===== config.mk =====
export PLATFORM = sky130hd
export DESIGN_NAME = mul_unit
export DESIGN_NICKNAME = d
export VERILOG_FILES = /design/src/rtl/mul_pkg.sv /design/src/rtl/mul_add33.sv /design/src/rtl/mul_unit.sv
export SDC_FILE = /design/constraint.sdc
export NUM_CORES = 1
export LEC_CHECK = 0
export CAP_MARGIN = 15
export CORE_MARGIN = 5
export CORE_UTILIZATION = 64
export DETAILED_ROUTE_END_ITERATION = 10
export PLACE_DENSITY = 0.85
export SETUP_SLACK_MARGIN = 0.02
export SYNTH_ARGS = -nofsm -noshare
export SYNTH_HDL_FRONTEND = slang
export SYNTH_HIERARCHICAL = 1
export SYNTH_SLANG_ARGS = --single-unit

===== constraint.sdc =====
create_clock -name clk -period 10.02 [get_ports clk]
set_clock_uncertainty 0.15 [all_clocks]
set_input_delay 1.002 -clock clk [delete_from_list [all_inputs] [get_ports clk]]
set_output_delay 1.002 -clock clk [all_outputs]
set_load 0.005 [all_outputs]

===== src/rtl/mul_pkg.sv =====
// Shared multiply-unit definitions: operand width, op encodings, FSM state
// encoding and small operand/result helpers. The decoder and EX stage import
// this package as well, so every consumer sees the same op encoding.
package mul_pkg;

   localparam int unsigned XLEN  = 32;
   localparam int unsigned PLEN  = 2 * XLEN;
   localparam int unsigned CNT_W = 5;

   typedef enum logic [1:0] {
      OP_MUL    = 2'b00,
      OP_MULH   = 2'b01,
      OP_MULHSU = 2'b10,
      OP_MULHU  = 2'b11
   } mul_op_e;

   typedef enum logic [1:0] {
      ST_IDLE = 2'b00,
      ST_CALC = 2'b01,
      ST_DONE = 2'b10
   } mul_state_e;

   // rs1 is treated as signed for MULH and MULHSU
   function automatic logic rs1_is_signed(mul_op_e op);
      return (op == OP_MULH) || (op == OP_MULHSU);
   endfunction

   // rs2 is treated as signed only for MULH
   function automatic logic rs2_is_signed(mul_op_e op);
      return (op == OP_MULH);
   endfunction

   // Magnitude of an operand; the most negative value maps onto itself,
   // which is still the correct unsigned magnitude 2^(XLEN-1).
   function automatic logic [XLEN-1:0] magnitude(logic [XLEN-1:0] x, logic is_signed);
      return (is_signed && x[XLEN-1]) ? XLEN'(-x) : x;
   endfunction

   // MUL returns the low half of the product, all other ops the high half
   function automatic logic [XLEN-1:0] select_half(mul_op_e op, logic [PLEN-1:0] p);
      return (op == OP_MUL) ? p[XLEN-1:0] : p[PLEN-1:XLEN];
   endfunction

endpackage


===== src/rtl/mul_add33.sv =====
// Combinational 32+32 adder with carry out (33-bit sum) used by the
// shift-add multiplier.
//   a, b : addends
//   sum  : low 32 bits of a+b
//   cout : carry out of bit 31
module mul_add33
   import mul_pkg::*;
(
   input  logic [XLEN-1:0] a,
   input  logic [XLEN-1:0] b,
   output logic [XLEN-1:0] sum,
   output logic            cout
);

   assign {cout, sum} = (XLEN + 1)'(a) + (XLEN + 1)'(b);

endmodule


===== src/rtl/mul_unit.sv =====
// Iterative shift-add multiplier for the M extension (MUL/MULH/MULHSU/MULHU).
// Fixed latency: 32 CALC edges after the accepting edge, then the result is
// held in DONE until the consumer takes it.
//   clk, rst_n          : clock, synchronous active-low reset
//   in_valid / in_ready : op handshake from EX
//   op, rs1, rs2        : op select and operands
//   flush               : pipeline kill, aborts any op in flight
//   out_valid/out_ready : result handshake to MEM/WB
//   result              : selected half of the product
//   busy                : op accepted and not yet retired
module mul_unit #(
   parameter int unsigned XLEN = 32
) (
   input  logic            clk,
   input  logic            rst_n,
   input  logic            in_valid,
   output logic            in_ready,
   input  logic [1:0]      op,
   input  logic [XLEN-1:0] rs1,
   input  logic [XLEN-1:0] rs2,
   input  logic            flush,
   output logic            out_valid,
   input  logic            out_ready,
   output logic [XLEN-1:0] result,
   output logic            busy
);

   import mul_pkg::*;

   localparam int unsigned PW = 2 * XLEN;

   mul_state_e         state_q;
   mul_op_e            op_q;
   logic [CNT_W-1:0]   cnt_q;
   logic [XLEN-1:0]    mcand_q;
   logic [XLEN-1:0]    mplier_q;
   logic [XLEN-1:0]    acc_hi_q;
   logic               neg_q;
   logic [XLEN-1:0]    result_q;

   logic [XLEN-1:0]    addend;
   logic [XLEN-1:0]    sum;
   logic               cout;
   logic [XLEN-1:0]    acc_hi_nx;
   logic [XLEN-1:0]    mplier_nx;
   logic [PW-1:0]      prod_nx;
   logic [PW-1:0]      prod_fin;
   logic [XLEN-1:0]    res_nx;
   mul_op_e            op_in;
   logic               s1;
   logic               s2;

   // Multiplicand is added only when the current multiplier LSB is set
   assign addend = mplier_q[0] ? mcand_q : '0;

   mul_add33 u_add (
      .a    (acc_hi_q),
      .b    (addend),
      .sum  (sum),
      .cout (cout)
   );

   // Shift {carry, sum, multiplier} right by one; on the last iteration
   // this is the full unsigned product, sign-corrected before latching.
   always_comb begin
      acc_hi_nx = {cout, sum[XLEN-1:1]};
      mplier_nx = {sum[0], mplier_q[XLEN-1:1]};
      prod_nx   = {acc_hi_nx, mplier_nx};
      prod_fin  = neg_q ? PW'(-prod_nx) : prod_nx;
      res_nx    = select_half(op_q, prod_fin);
   end

   // Operand signedness for the op presented this cycle
   always_comb begin
      op_in = mul_op_e'(op);
      s1    = rs1_is_signed(op_in) && rs1[XLEN-1];
      s2    = rs2_is_signed(op_in) && rs2[XLEN-1];
   end

   // Control FSM and datapath registers; flush outranks every handshake
   always_ff @(posedge clk) begin
      if (!rst_n) begin
         state_q  <= ST_IDLE;
         op_q     <= OP_MUL;
         cnt_q    <= '0;
         mcand_q  <= '0;
         mplier_q <= '0;
         acc_hi_q <= '0;
         neg_q    <= 1'b0;
         result_q <= '0;
      end else if (flush) begin
         state_q <= ST_IDLE;
         cnt_q   <= '0;
      end else begin
         case (state_q)
            ST_IDLE: begin
               if (in_valid) begin
                  op_q     <= op_in;
                  mcand_q  <= magnitude(rs1, rs1_is_signed(op_in));
                  mplier_q <= magnitude(rs2, rs2_is_signed(op_in));
                  neg_q    <= s1 ^ s2;
                  acc_hi_q <= '0;
                  cnt_q    <= '0;
                  state_q  <= ST_CALC;
               end
            end
            ST_CALC: begin
               acc_hi_q <= acc_hi_nx;
               mplier_q <= mplier_nx;
               cnt_q    <= CNT_W'(cnt_q + CNT_W'(1));
               if (cnt_q == CNT_W'(XLEN - 1)) begin
                  result_q <= res_nx;
                  state_q  <= ST_DONE;
               end
            end
            ST_DONE: begin
               if (out_ready) begin
                  state_q <= ST_IDLE;
               end
            end
            default: begin
               state_q <= ST_IDLE;
            end
         endcase
      end
   end

   assign in_ready  = (state_q == ST_IDLE) && !flush;
   assign busy      = (state_q != ST_IDLE);
   assign out_valid = (state_q == ST_DONE);
   assign result    = result_q;

endmodule

==> results.txt <==
CTS tree: built
detailed-route via count: 11806
#FFs+latches synth: 138
signed area change from the synthesized netlist to the final layout: 14.7%
TritonCTS Buffers: 17
met1 track demand over resource: 0.486
post-CTS sizing: 0
wire length of the first global-routing pass: 56.5 mm
GRT met3 Usage: 0.0860
maximum clock frequency: 189 MHz
Slew Viols, Final: 0
final estimated routing congestion in global placement: 1.01
met2 global-route usage: 0.517
number of fill cells: 1331
synthesized net count: 1554
fraction of power spent switching nets: 0.316
Cell Area, Synth: 11000 um2
full die area: 19900 um2
NetSw: 0.505 mW
area share of the largest cell type after synthesis: 0.252
number of warnings issued by yosys: 6
flip-flop cell with the highest count after synthesis: dfxtp_1
count of unique library cells instantiated by Yosys: 92
Clock Pin Slew Worst Setup and Hold Paths: 0.06 ns
family with the most delay on the worst path: simple AND/OR/NAND/NOR gates
HPWL reported at the end of detailed placement: 25.9 mm
detail-routed net length per standard cell: 21.0 um
sort of element at the end of the critical path: flip-flop
largest incremental delay on the critical path: 0.80 ns
maximum number of pins on one net before global-route repair: 105
number of buffers inserted to repair setup after CTS: 0
vias in the first global route: 10613
grt total ovfl: 0
DRC violation count after routing: 0
layout cell share with drive strength beyond 1: 0.0545
number of clock sinks: 138
busiest layer in global routing: met2
Critical Path Slowest Stage Cell: dfxtp_1
sequential group share of total power: 0.374
Max Root-Sink Buffers: 2
RSZ-0062 raised after global routing: no
fin nets: 1582
floorplan die width: 141 um
worst-skew pair later-pin latency: 0.44 ns
highest-count cells in the layout ignoring fill and taps: 158 x nand2_1, 137 x dfxtp_1, 104 x clkdlybuf4s50_1
worst-path cell chain: and2_1 > ha_1 > a21o_1 > a21oi_1 > nand2_1 > a31oi_1 > o21ai_0 > xor2_1 > nor4_1 > nand4_1 > nor4_1 > nand3_1 > or3_1 > a32o_1
total I/O pin count: 106
Tmin final: 5.28 ns
worst path buffer plus inverter count: 0
Tightest Pin Transition: 1.12 ns
wire length reported by the detailed router: 35.9 mm
via density per instance: 6.92
combinational power share: 0.201
IO Port Bufs: 105
CP dominant cell by count: nor4_1
Cell Rows: 47
clock network fraction of design power: 0.424
Max Cap Viol: 0
initial antenna violation count: 1
starting density of the core: 0.657
Cell Int Power: 1.10 mW
Worst Hold Slack: 0.311 ns
number of optimization iterations in the first detailed-route pass: 7
status: finished, final reports clean
y dimension of the die: 141 um
leading cell type in the layout, fill and taps excluded: nand2_1
Gate Count Post-Synth: 1444
Post-DRT Antenna Nets: 0
number of design-rule violations left by the first detailed-router iteration: 1460
Critical Path AT: 5.46 ns
Worst Path Required: 10.19 ns
Static Leakage: 4.76 nW
Clock Root Buffer: clkbuf_16
area inside the core boundary: 16700 um2
PD cells: 127 nW/um2
Hold Fails Final Rpt: 0
biggest area contributors in the synthesized netlist: dfxtp_1 25%, nand2_1 5.4%, xnor2_1 4.9%
final setup TNS: 0 ns
startpoint-to-endpoint class of the critical path: reg2reg
per-instance average area after synthesis: 7.60 um2
H-tree levels: 4
largest vdd supply drop: 123 uV
tightest slew margin relative to the limit: 0.247
biggest area consumer among synthesized cells: dfxtp_1
sequential area share after synthesis: 0.252
largest fanout on the critical path: 33
period utilisation layout: 0.527
Min-Delay Path Class: reg2reg
number of endpoints failing setup at the final stage: 0
global-route total usage across every layer: 0.349
number of enable-type register cells in the synthesized netlist: 0
Startpoint Class: flip-flop
Synth async-reset ratio: 0
hold-fix buffer count after cts: 0
==> cell usage after synthesis, drive strengths merged (17+ instances only) <==
cell,n
or4,25
and2,44
nor4,26
o21ai,82
a21oi,93
a31oi,22
o31ai,29
buf,19
ha,38
o211ai,26
a21boi,39
xnor2,61
nor2,93
a21o,17
inv,24
a211oi,20
nand2,158
nand3,72
xor2,52
clkbuf,87
or3,23
dfxtp,138
nor2b,18
nor3,36
o211a,18
==> logic make-up after synthesis <==
family	synth area share
AO/OA/AOI/OAI	0.292
XOR/XNOR	0.0901
adder cells (fa/ha/maj)	0.0451
buffers and inverters	0.0495
flip-flops	0.252
multiplexers	0.0139
AND/OR/NAND/NOR	0.257
==> worst min-delay path, stage by stage, from the launching register on <==
cell and delay (ns):
dfxtp_1 0.30, nand2_1 0.04, a21boi_0 0.06
==> through the flow <==
step                power [mW]  area [um2]  std cells  setup WS [ns]  utilization
floorplan                0.811       11000       1444           5.53            -
detailed placement       0.919       12000       1673           4.92        0.716
finish                    1.60       12600       1706           4.74        0.754
CTS                       1.59       12600       1705           4.86        0.754
global route              1.66       12600       1706           4.24        0.754
global placement         0.917       12000       1673           5.02        0.716
==> cell type report <==
class	instances	area (um2)	area share
Timing Repair Buffer	116	1130	0.0898
Sequential cell	138	2760	0.220
Clock buffer	19	443	0.0352
Multi-Input combinational cell	1175	7700	0.612
Antenna cell	1	2.50	0.000199
Tap cell	220	275	0.0219
Clock inverter	13	181	0.0144
Inverter	24	90.1	0.00715
==> state kept, by name, summed over array words and instances, names as in the netlist <==
| signal | cells |
|---|---|
| neg_q | 1 |
| cnt_q | 5 |
| mplier_q | 32 |
| acc_hi_q | 32 |
| mcand_q | 32 |
| state_q | 2 |
| result | 32 |
| op_q | 2 |
==> metal layers <==
metal | wire (um) | up-vias
li1 | - | 5433
met1 | 15300 | 5494
met2 | 15300 | 746
met3 | 3840 | 133
met4 | 1480 | 0
met5 | 0 | -
==> power groups by stage <==
stage          Clock (mW)  Combinational, mW  Sequential (mW)
4_1_cts             0.677              0.312            0.597
6_report            0.680              0.322            0.600
3_5_place_dp            0              0.310            0.609
2_1_floorplan           0              0.219            0.592
5_1_grt             0.708              0.346            0.601
3_3_place_gp            0              0.308            0.609
==> final timing paths <==
check                                  from    endpoint  slack (ns)  cells after the start
worst min-delay path             mcand_q[0]  mcand_q[0]        0.31                      2
worst min register to register   mcand_q[0]  mcand_q[0]        0.31                      2
worst max register to register  mplier_q[0]  result[30]        4.74                     14
worst max-delay path            mplier_q[0]  result[30]        4.74                     14
Note: power is estimated with default switching activity, not from simulation.
